<file path="config.mk">
export PLATFORM = sky130hd
export DESIGN_NAME = pipe_issue_ctrl_flat
export DESIGN_NICKNAME = d
export VERILOG_FILES = /design/src/rtl/pipe_pkg.sv /design/src/rtl/pipe_issue_ctrl_if.sv /design/src/rtl/pipe_issue_ctrl_scoreboard.sv /design/src/rtl/pipe_issue_ctrl.sv /design/src/flat_wrapper.sv
export SDC_FILE = /design/constraint.sdc
export NUM_CORES = 1
export LEC_CHECK = 0
export BUFFER_PORTS_ARGS = -buffer_cell sky130_fd_sc_hd__buf_4
export CORE_MARGIN = 2
export CORE_UTILIZATION = 50
export DETAILED_ROUTE_END_ITERATION = 16
export GPL_ROUTABILITY_DRIVEN = 0
export GPL_TIMING_DRIVEN = 0
export PLACE_DENSITY = 0.8
export SYNTH_ARGS = -nofsm -noshare
export SYNTH_HDL_FRONTEND = slang
export SYNTH_SLANG_ARGS = --single-unit
</file>
<file path="constraint.sdc">
create_clock -name clk -period 4.6 [get_ports clk]
set_input_delay 0.92 -clock clk [delete_from_list [all_inputs] [get_ports clk]]
set_output_delay 0.92 -clock clk [all_outputs]
set_load 0.005 [all_outputs]
</file>
<file path="src/rtl/pipe_pkg.sv">
// pipe_pkg: shared types for the dual-requester issue controller.
// Instruction layout, opcodes and controller states.
package pipe_pkg;

  localparam int INSTR_W  = 24;
  localparam int FUNC_LSB = 20;
  localparam int RD_LSB   = 16;
  localparam int RS1_LSB  = 12;
  localparam int RS2_LSB  = 8;
  localparam int ADDR_LSB = 0;

  typedef struct packed {
    logic [3:0] func;
    logic [3:0] rd;
    logic [3:0] rs1;
    logic [3:0] rs2;
    logic [7:0] addr;
  } instr_t;

  localparam logic [3:0] ADD      = 4'd0;
  localparam logic [3:0] SUB      = 4'd1;
  localparam logic [3:0] AND      = 4'd2;
  localparam logic [3:0] OR       = 4'd3;
  localparam logic [3:0] XOR      = 4'd4;
  localparam logic [3:0] SLT      = 4'd5;
  localparam logic [3:0] SLTU     = 4'd6;
  localparam logic [3:0] LD       = 4'd7;
  localparam logic [3:0] ST       = 4'd8;
  localparam logic [3:0] BEQ      = 4'd9;
  localparam logic [3:0] BNE      = 4'd10;
  localparam logic [3:0] SHL      = 4'd11;
  localparam logic [3:0] FUNC_MAX = SHL;

  typedef enum logic {
    RUN   = 1'b0,
    DRAIN = 1'b1
  } state_t;

  function automatic instr_t get_instr(
    input logic [INSTR_W-1:0] w
  );
    instr_t r;
    r.func = w[FUNC_LSB +: 4];
    r.rd   = w[RD_LSB   +: 4];
    r.rs1  = w[RS1_LSB  +: 4];
    r.rs2  = w[RS2_LSB  +: 4];
    r.addr = w[ADDR_LSB +: 8];
    return r;
  endfunction

endpackage

</file>
<file path="src/rtl/pipe_issue_ctrl_if.sv">
// pipe_issue_ctrl_if: request side and issue side of the controller.
// master = instruction source / datapath, slave = controller.
interface pipe_issue_ctrl_if #(
  parameter int CNT_W = 8
);
  logic [1:0]       req_valid;
  logic [23:0]      req0_instr;
  logic [23:0]      req1_instr;
  logic [1:0]       req_ready;
  logic             flush;
  logic             iss_valid;
  logic [3:0]       iss_func;
  logic [3:0]       iss_rd;
  logic [3:0]       iss_rs1;
  logic [3:0]       iss_rs2;
  logic [7:0]       iss_addr;
  logic             iss_src;
  logic             illegal;
  logic             busy;
  logic [CNT_W-1:0] stall_cnt;

  modport master (
    output req_valid, req0_instr, req1_instr, flush,
    input  req_ready, iss_valid, iss_func, iss_rd,
    input  iss_rs1, iss_rs2, iss_addr, iss_src,
    input  illegal, busy, stall_cnt
  );

  modport slave (
    input  req_valid, req0_instr, req1_instr, flush,
    output req_ready, iss_valid, iss_func, iss_rd,
    output iss_rs1, iss_rs2, iss_addr, iss_src,
    output illegal, busy, stall_cnt
  );

endinterface

</file>
<file path="src/rtl/pipe_issue_ctrl_scoreboard.sv">
// pipe_scoreboard: per-register pending bits retired by a
// WB_LAT-deep line of {valid, rd} behind each issued write.
module pipe_scoreboard #(
  parameter int WB_LAT = 3
) (
  input  logic        clk,
  input  logic        rst_n,
  input  logic        set_en,
  input  logic [3:0]  set_rd,
  output logic [15:0] pending,
  output logic        empty
);

  logic [WB_LAT-1:0]      sh_v;
  logic [WB_LAT-1:0][3:0] sh_rd;
  logic [15:0]            pend_q;
  logic [15:0]            set_m;
  logic [15:0]            clr_m;
  logic [15:0]            young_m;

  // Set/clear masks; a retiring write keeps its bit if a younger
  // write to the same register is still in the line.
  always_comb begin
    set_m   = '0;
    clr_m   = '0;
    young_m = '0;
    if (set_en) set_m[set_rd] = 1'b1;
    for (int i = 0; i < WB_LAT - 1; i++) begin
      if (sh_v[i]) young_m[sh_rd[i]] = 1'b1;
    end
    if (sh_v[WB_LAT-1]) clr_m[sh_rd[WB_LAT-1]] = 1'b1;
    clr_m = clr_m & ~young_m;
  end

  // Shift line and pending vector; set wins over clear.
  always_ff @(posedge clk or negedge rst_n) begin
    if (!rst_n) begin
      sh_v   <= '0;
      sh_rd  <= '0;
      pend_q <= '0;
    end else begin
      sh_v[0]  <= set_en;
      sh_rd[0] <= set_rd;
      for (int i = 1; i < WB_LAT; i++) begin
        sh_v[i]  <= sh_v[i-1];
        sh_rd[i] <= sh_rd[i-1];
      end
      pend_q <= (pend_q & ~clr_m) | set_m;
    end
  end

  assign pending = pend_q;
  assign empty   = (pend_q == '0) && (sh_v == '0);

endmodule

</file>
<file path="src/rtl/pipe_issue_ctrl.sv">
// pipe_issue_ctrl: round-robin issue of two requesters with RAW
// hazard scoreboard and flush drain. Option: PIPE_STALL_CNT_EN.
module pipe_issue_ctrl
  import pipe_pkg::*;
#(
  parameter int WB_LAT = 3,
  parameter int CNT_W  = 8
) (
  input logic              clk,
  input logic              rst_n,
  pipe_issue_ctrl_if.slave bus
);

  instr_t      ins [2];
  instr_t      gins;
  instr_t      iss_q;
  state_t      state;
  state_t      state_n;
  logic        prio;
  logic        gsel;
  logic        xfer;
  logic        legal;
  logic [1:0]  elig;
  logic [1:0]  grant;
  logic [15:0] pending;
  logic        sb_empty;
  logic        iss_v_q;
  logic        ill_q;
  logic        src_q;

  assign ins[0] = get_instr(bus.req0_instr);
  assign ins[1] = get_instr(bus.req1_instr);

  // Eligibility: valid, running, and both sources free.
  always_comb begin
    elig = '0;
    for (int i = 0; i < 2; i++) begin
      elig[i] = bus.req_valid[i] && (state == RUN)
              && !pending[ins[i].rs1]
              && !pending[ins[i].rs2];
    end
  end

  // Round-robin grant; priority side first, else the other.
  always_comb begin
    grant = '0;
    unique case (prio)
      1'b0: grant = elig[0] ? 2'b01 : {elig[1], 1'b0};
      1'b1: grant = elig[1] ? 2'b10 : {1'b0, elig[0]};
    endcase
  end

  assign bus.req_ready = grant;
  assign xfer  = |grant;
  assign gsel  = grant[1];
  assign gins  = gsel ? ins[1] : ins[0];
  assign legal = (gins.func <= FUNC_MAX);

  // Controller state register.
  always_ff @(posedge clk or negedge rst_n) begin
    if (!rst_n) state <= RUN;
    else        state <= state_n;
  end

  // Next state: flush enters drain, empty scoreboard leaves it.
  always_comb begin
    state_n = state;
    unique case (state)
      RUN:   if (bus.flush) state_n = DRAIN;
      DRAIN: if (sb_empty)  state_n = RUN;
    endcase
  end

  // Issue register, illegal pulse and priority pointer.
  always_ff @(posedge clk or negedge rst_n) begin
    if (!rst_n) begin
      iss_v_q <= 1'b0;
      ill_q   <= 1'b0;
      src_q   <= 1'b0;
      iss_q   <= '0;
      prio    <= 1'b0;
    end else begin
      iss_v_q <= xfer && legal;
      ill_q   <= xfer && !legal;
      if (xfer) prio <= ~gsel;
      if (xfer && legal) begin
        iss_q <= gins;
        src_q <= gsel;
      end
    end
  end

  pipe_scoreboard #(
    .WB_LAT (WB_LAT)
  ) u_sb (
    .clk     (clk),
    .rst_n   (rst_n),
    .set_en  (xfer && legal),
    .set_rd  (gins.rd),
    .pending (pending),
    .empty   (sb_empty)
  );

  assign bus.iss_valid = iss_v_q;
  assign bus.iss_func  = iss_q.func;
  assign bus.iss_rd    = iss_q.rd;
  assign bus.iss_rs1   = iss_q.rs1;
  assign bus.iss_rs2   = iss_q.rs2;
  assign bus.iss_addr  = iss_q.addr;
  assign bus.iss_src   = src_q;
  assign bus.illegal   = ill_q;
  assign bus.busy      = (pending != '0) || (state == DRAIN);

`ifdef PIPE_STALL_CNT_EN
  logic [CNT_W-1:0] cnt_q;

  // Count cycles with a request but no transfer, saturating.
  always_ff @(posedge clk or negedge rst_n) begin
    if (!rst_n) begin
      cnt_q <= '0;
    end else if ((|bus.req_valid) && !xfer && (cnt_q != '1)) begin
      cnt_q <= cnt_q + 1'b1;
    end
  end

  assign bus.stall_cnt = cnt_q;
`else
  assign bus.stall_cnt = {CNT_W{1'b0}};
`endif

endmodule
</file>
<file path="src/flat_wrapper.sv">
// flat-port wrapper written by rule: the top's interface ports become plain ports
module pipe_issue_ctrl_flat import pipe_pkg::*;
#(
  parameter int WB_LAT = 3,
  parameter int CNT_W  = 8
)
  (clk, rst_n, bus_req_valid, bus_req0_instr, bus_req1_instr, bus_flush, bus_req_ready, bus_iss_valid, bus_iss_func, bus_iss_rd, bus_iss_rs1, bus_iss_rs2, bus_iss_addr, bus_iss_src, bus_illegal, bus_busy, bus_stall_cnt);
  pipe_issue_ctrl_if #(.CNT_W(CNT_W)) bus_i ();
  input logic clk;
  input logic rst_n;
  input wire logic [$bits(bus_i.req_valid)-1:0] bus_req_valid;
  input wire logic [$bits(bus_i.req0_instr)-1:0] bus_req0_instr;
  input wire logic [$bits(bus_i.req1_instr)-1:0] bus_req1_instr;
  input wire logic [$bits(bus_i.flush)-1:0] bus_flush;
  output wire logic [$bits(bus_i.req_ready)-1:0] bus_req_ready;
  output wire logic [$bits(bus_i.iss_valid)-1:0] bus_iss_valid;
  output wire logic [$bits(bus_i.iss_func)-1:0] bus_iss_func;
  output wire logic [$bits(bus_i.iss_rd)-1:0] bus_iss_rd;
  output wire logic [$bits(bus_i.iss_rs1)-1:0] bus_iss_rs1;
  output wire logic [$bits(bus_i.iss_rs2)-1:0] bus_iss_rs2;
  output wire logic [$bits(bus_i.iss_addr)-1:0] bus_iss_addr;
  output wire logic [$bits(bus_i.iss_src)-1:0] bus_iss_src;
  output wire logic [$bits(bus_i.illegal)-1:0] bus_illegal;
  output wire logic [$bits(bus_i.busy)-1:0] bus_busy;
  output wire logic [$bits(bus_i.stall_cnt)-1:0] bus_stall_cnt;
  assign bus_i.req_valid = bus_req_valid;
  assign bus_i.req0_instr = bus_req0_instr;
  assign bus_i.req1_instr = bus_req1_instr;
  assign bus_i.flush = bus_flush;
  assign bus_req_ready = bus_i.req_ready;
  assign bus_iss_valid = bus_i.iss_valid;
  assign bus_iss_func = bus_i.iss_func;
  assign bus_iss_rd = bus_i.iss_rd;
  assign bus_iss_rs1 = bus_i.iss_rs1;
  assign bus_iss_rs2 = bus_i.iss_rs2;
  assign bus_iss_addr = bus_i.iss_addr;
  assign bus_iss_src = bus_i.iss_src;
  assign bus_illegal = bus_i.illegal;
  assign bus_busy = bus_i.busy;
  assign bus_stall_cnt = bus_i.stall_cnt;
  pipe_issue_ctrl #(.WB_LAT(WB_LAT), .CNT_W(CNT_W)) u_core (.clk(clk), .rst_n(rst_n), .bus(bus_i));
endmodule
</file>
=== Word level (Yosys, flattened, before mapping) ===
Cells that the tools add are included.

* Bits in registers: 60
* Bits of input ports: 53
* Output and inout bits: 38
* Logic and storage cells: 87

* Magnitude comparators: 13
* Muxes and demuxes: 27
* Bitwise logic cells: 9
* Reduce and logical (&&, ||, !) cells: 23

{| class="wikitable"
|+ Operators with widths
! operator !! number
|-
| two-way mux 16 bit || 4
|-
| < comparator 4 x 5 -> 1 bit (second input constant) || 8
|-
| bitwise AND 16 bit || 2
|-
| inverter 16 bit || 2
|-
| bitwise OR 16 bit || 2
|-
| two-way mux 24 bit || 1
|-
| binary-select mux 1 bit (select 4 bit) || 4
|-
| demux 1 bit (select 4 bit) || 4
|-
| >= comparator 4 x 1 -> 1 bit (second input constant) || 4
|-
| logical NOT 16 bit || 1
|-
| nonzero test 16 bit || 1
|-
| logical AND 1 bit || 13
|-
| two-way mux 1 bit || 10
|-
| logical NOT 1 bit || 5
|-
| <= comparator 4 bit (second input constant) || 1
|-
| two-way mux 2 bit || 2
|-
| one-hot mux 2 bit (2 select lines) || 1
|-
| logical NOT 3 bit || 1
|-
| inverter 1 bit || 3
|-
| one-hot mux 1 bit (2 select lines) || 1
|-
| OR reduction 2 bit || 1
|-
| logical OR 1 bit || 1
|}

=== Longest topological paths before layout ===
* Word-level depth: 14
* Depth in mapped cells: 9
* Mapped depth without buffers: 6

=== Cells and area by module ===
A second synthesis with hierarchy kept.

* Cells, all modules: 286
* Area, all modules: 3668.5 um2

{| class="wikitable"
|+ By module, submodules not included
! module !! times used !! cells an instance !! area each (um2) !! sequential area each (um2)
|-
| pipe_issue_ctrl || 1 || 152 || 2198.4 || 725.7
|-
| pipe_scoreboard || 1 || 134 || 1470.2 || 775.7
|}

=== Worst setup path before layout ===
No wires, ideal clock.

* Path type: in2out
* From: in bus_req0_instr[14]
* To: out bus_req_ready[1]
* Arrival: 2.958 ns
* Data required time: 3.680 ns
* Slack: 0.722 ns
* Cell stages on the path: 7
* Path buffers: 2
* Cells stage by stage: mux4_1 mux4_2 nor4b_1 nand3b_2 buf_4 buf_4 inv_1

* Longest elaborated chain between the ends: 7

{| class="wikitable"
|+ RTL lines
! item !! RTL line !! text
|-
| from (decl) || flat_wrapper.sv:12 || <nowiki>input wire logic [$bits(bus_i.req0_instr)-1:0] bus_req0_instr;</nowiki>
|-
| binary-select mux 1 bit (select 4 bit) || pipe_issue_ctrl.sv:39 || <nowiki>&& !pending[ins[i].rs1]</nowiki>
|-
| two-way mux 1 bit (not written as such) || pipe_issue_ctrl.sv:39 ||
|-
| logical NOT 1 bit || pipe_issue_ctrl.sv:39 ||
|-
| logical AND 1 bit || pipe_issue_ctrl.sv:39 ||
|-
| logical AND 1 bit || pipe_issue_ctrl.sv:40 || <nowiki>&& !pending[ins[i].rs2];</nowiki>
|-
| two-way mux 2 bit || pipe_issue_ctrl.sv:48 || <nowiki>1'b0: grant = elig[0] ? 2'b01 : {elig[1], 1'b0};</nowiki>
|-
| one-hot mux 2 bit (2 select lines) || pipe_issue_ctrl.sv:47 || <nowiki>unique case (prio)</nowiki>
|-
| to (decl) || flat_wrapper.sv:15 || <nowiki>output wire logic [$bits(bus_i.req_ready)-1:0] bus_req_ready;</nowiki>
|}

Every way passes these cells. The select of a mux whose other input is x is not followed.

=== Worst setup path after layout ===
Ends and elaborated chain as after synthesis.

==> summary.md <==
| Metric | Value |
|---|---|
| Status | finished, final reports clean |
| Crit start category | input port |
| Worst Skew | roughly 8.3 ps |
| Critical-path top delay cell | mux4_1 |
| Worst slew pin tran | ~750 ps |
| # setup viols final | 0 |
| Slew Limit Fails | 0 |
| Top delay family on crit path | multiplexers |
| Inst Count DP | 524 |
| Initial DRC count | 276 |
| Final nets | ~490 |
| P_leak | 2.13 nW |
| Post-synthesis simple-gate area fraction | between 10% and 20% |
| RSZ-0062 raised after global routing | false |
| Initial Utilization | approximately 52% |
| Multiplexer share of the synthesized area | a little under a third |
| CP max FO | 10 |
| H-tree depth | 3 |
| Hpwl dp | 7.28 mm |
| Post-CTS Setup Bufs | 0 |
| First-pass GRT wire length | 16.3 mm |
| DIE HEIGHT | slightly above 90 µm |
| Cells after Synth | 337 |
| Critical Path AT | ~3500 ps |
| FF+latch count, synth | 59 |
| Routed Antenna Nets | 0 |
| Hold WC Path Type | reg -> reg |
| Crit-path cells | buf_4 > mux4_1 > mux4_2 > nor4b_2 > nand3b_2 > buf_4 > buf_4 > inv_1 > buf_4 |
| Die area | roughly 8300 µm² |
| Bufs and invs on worst path | 5 |
| Skew-Pair Late Insertion Delay | 340 ps |
| Max-cap violations | 0 |
| Io pins | 91 |
| Final hold violations | 0 |
| DRC errors left | 0 |
| Commonest cells after routing, fill and taps aside | buf_4, dfrtp_1, mux2_2 |
| Detailed Routing Iterations Pass 1 | 5 |
| Gr usage total | 24.9% |
| Critical Path RT | roughly 3700 ps |
| Synthesized-area fraction occupied by adder cells | 0% |
| Peak VDD IR | 130 µV |
| Setup WS pre-CTS | around 53 ps |
| Area delta synth->final | 24.7% |
| Yosys warns | 0 |
| Critical Path Max Stage Delay | 560 ps |
| Routed vias | 3201 |
| Largest net degree at the start of global routing | 60 |
| Post-Synth XOR/XNOR Area | 0% |
| Synth Cell Area | 3790 µm² |
| Most numerous cell on the critical path | buf_4 |
| CTS clk-pin slew, worst paths | 70 ps |
| Non-Filler Instances | 540 |
| Crit. End Element | primary output |
| Wire length per cell | 18.2 µm |
| Share of layout cells above drive strength 1 | 41.5% |
| Setup ws final | 165 ps |
| CTS tree | done |
| Most common cell after layout, fill and taps aside | buf_4 |
| Fillers | slightly above 600 |
| Synth Area in Compound Gates | 10.9% |
| Largest family of logic cells by synthesized area | multiplexers |
| Sum Neg Setup Slack | 0 ps |
| Number of buffers created by CTS | 9 |
| Max Freq | 225 MHz |
| Multi-input logic area | 2190 µm² |
| Input/output buffers | between 80 and 90 |
| Sink Count | 59 |
| Site Rows | 31 |
| Post-Layout Inst Area | 4720 µm² |
| Reg area | between 1000 and 1500 µm² |
| Vias in the first global route | about 3300 |
| Final worst-path cycle share | 96.4% |
| Core area | 7290 µm² |
| Vias/cell | 5.93 |
| CTS root buf | clkbuf_8 |
| Post-synthesis sequential area ratio | 39.0% |
| N_diodes | 0 |
| Max clock buf depth | 2 |
| Routed wire length | 9.85 mm |
| Initial antenna violation count | 0 |
| Die Wd | 91.0 µm |
| Post-layout min period | approximately 4400 ps |
| DP Area | between 4000 and 5000 µm² |
| Slew headroom | 50.3% |
| Synth unique cells | 45 |
| Total gr overflow | 0 |
| Avg Cell Area, Syn | 11.2 µm² |
| Setup CP Type | in -> out |
| Fin Hold WS | around 440 ps |
| Pwr Density | 245 nW/µm² |
area by class of cell:
cell class	count	area share [%]
multi-input combinational	262	46.3
sequential	59	31.3
timing repair buffer	81	12.9
buffer	17	2.83
clock buffer	10	2.70
tap	99	2.62
clock inverter	6	0.901
inverter	6	0.477
path summary, 6_finish.rpt:
kind / slack (ps) / start / cells after the start / to
max: 170 / bus_req0_instr[14] / 9 / bus_req_ready[1]
min: 440 / u_core.u_sb.sh_rd[2]$_DFF_PN0_ / 0 / u_core.u_sb.sh_rd[6]$_DFF_PN0_
max reg2reg: 1350 / u_core.u_sb.pending[7]$_DFF_PN0_ / 7 / u_core.bus.iss_func[1]$_DFFE_PN0P_
min reg2reg: 440 / u_core.u_sb.sh_rd[2]$_DFF_PN0_ / 0 / u_core.u_sb.sh_rd[6]$_DFF_PN0_
max in group asynchronous: 3470 / rst_n / 1 / u_core.bus.iss_rs2[2]$_DFFE_PN0P_
min in group asynchronous: 640 / rst_n / 1 / u_core.bus.iss_rs2[3]$_DFFE_PN0P_
cell families after synthesis:
kind of cell,after synthesis
flip-flops,59
AO/OA/AOI/OAI,63
buffers and inverters,23
multiplexers,83
other,1
AND/OR/NAND/NOR,108
cell usage after synthesis:
library cell / number / share of area, %
dfrtp_1: 59 / 39
mux2_2: 25 / 7.4
o21ai_0: 24 / 3.2
mux2_4: 22 / 8.7
nor2_1: 22 / 2.2
mux2i_1: 21 / 5.5
nand2_1: 20 / 2.0
nor3_1: 16 / 2.1
mux4_2: 13 / 7.7
nand2b_1: 13 / 2.1
o22ai_1: 12 / 2.0
buf_4: 10 / 2.0
o21ai_1: 9 / 1.2
nand3_1: 8 / 1.1
nor4_1: 7 / 1.2
inv_1: 6 / 0.59
nor2b_1: 5 / 0.83
buf_6: 4 / 1.2
nand3b_1: 4 / 0.79
o311ai_0: 4 / 0.92
or3b_2: 3 / 0.69
a21oi_1: 2 / 0.26
a22o_1: 2 / 0.46
buf_2: 2 / 0.26
mux4_1: 2 / 1.4
o21ba_2: 2 / 0.53
o2bb2ai_1: 2 / 0.46
a21o_1: 1 / 0.20
a2bb2oi_2: 1 / 0.40
a31oi_4: 1 / 0.56
a41oi_1: 1 / 0.23
and2_1: 1 / 0.17
and3_1: 1 / 0.17
clkbuf_1: 1 / 0.099
conb_1: 1 / 0.099
nand3b_2: 1 / 0.30
nand4_1: 1 / 0.17
nand4b_1: 1 / 0.23
nor3b_1: 1 / 0.20
nor4b_1: 1 / 0.23
o2111a_1: 1 / 0.30
o221ai_1: 1 / 0.23
or2_2: 1 / 0.17
or3_1: 1 / 0.17
or4b_4: 1 / 0.36
state kept, by name, indices dropped and copies added (netlist names):
register,cells
u_core.u_sb.pending,16
u_core.bus.iss_rs2,4
u_core.bus.illegal,1
u_core.bus.iss_rs1,4
u_core.bus.iss_rd,4
u_core.u_sb.sh_rd,12
u_core.bus.iss_func,4
u_core.state,1
u_core.bus.iss_addr,8
u_core.u_sb.sh_v,3
u_core.prio,1
u_core.bus.iss_src,1
per-stage QoR:
stage	total power [W]	utilization, %
after global placement	0.000752	62.4
after floorplan	0.000655	-
after global routing	0.00121	64.8
after CTS	0.00117	64.7
after detailed placement	0.000758	62.4
final	0.00116	64.8
what timing repair did:
action,in CTS,in global routing
gates resized for setup,0,1
endpoints found under the setup margin,0,1
hold buffers,0,0
routing by layer:
metal | part of all wire (%) | vias up | GRT usage (%)
met5 | 0 | - | 0
met4 | 2.7 | 0 | 11.4
met3 | 8.1 | 21 | 5.56
met2 | 49 | 166 | 39.5
met1 | 41 | 1550 | 32.8
li1 | - | 1464 | -
where the power goes:
group / leakage (nW) / internal, W / switching [W] / total [W]
registers: 0.682 / 0.000545 / 0.0000247 / 0.000570
clock network: 0.0822 / 0.000195 / 0.000212 / 0.000407
logic: 1.36 / 0.000106 / 0.0000745 / 0.000180
total: 2.13 / 0.000846 / 0.000311 / 0.00116
(Power assumes the default switching activity.)
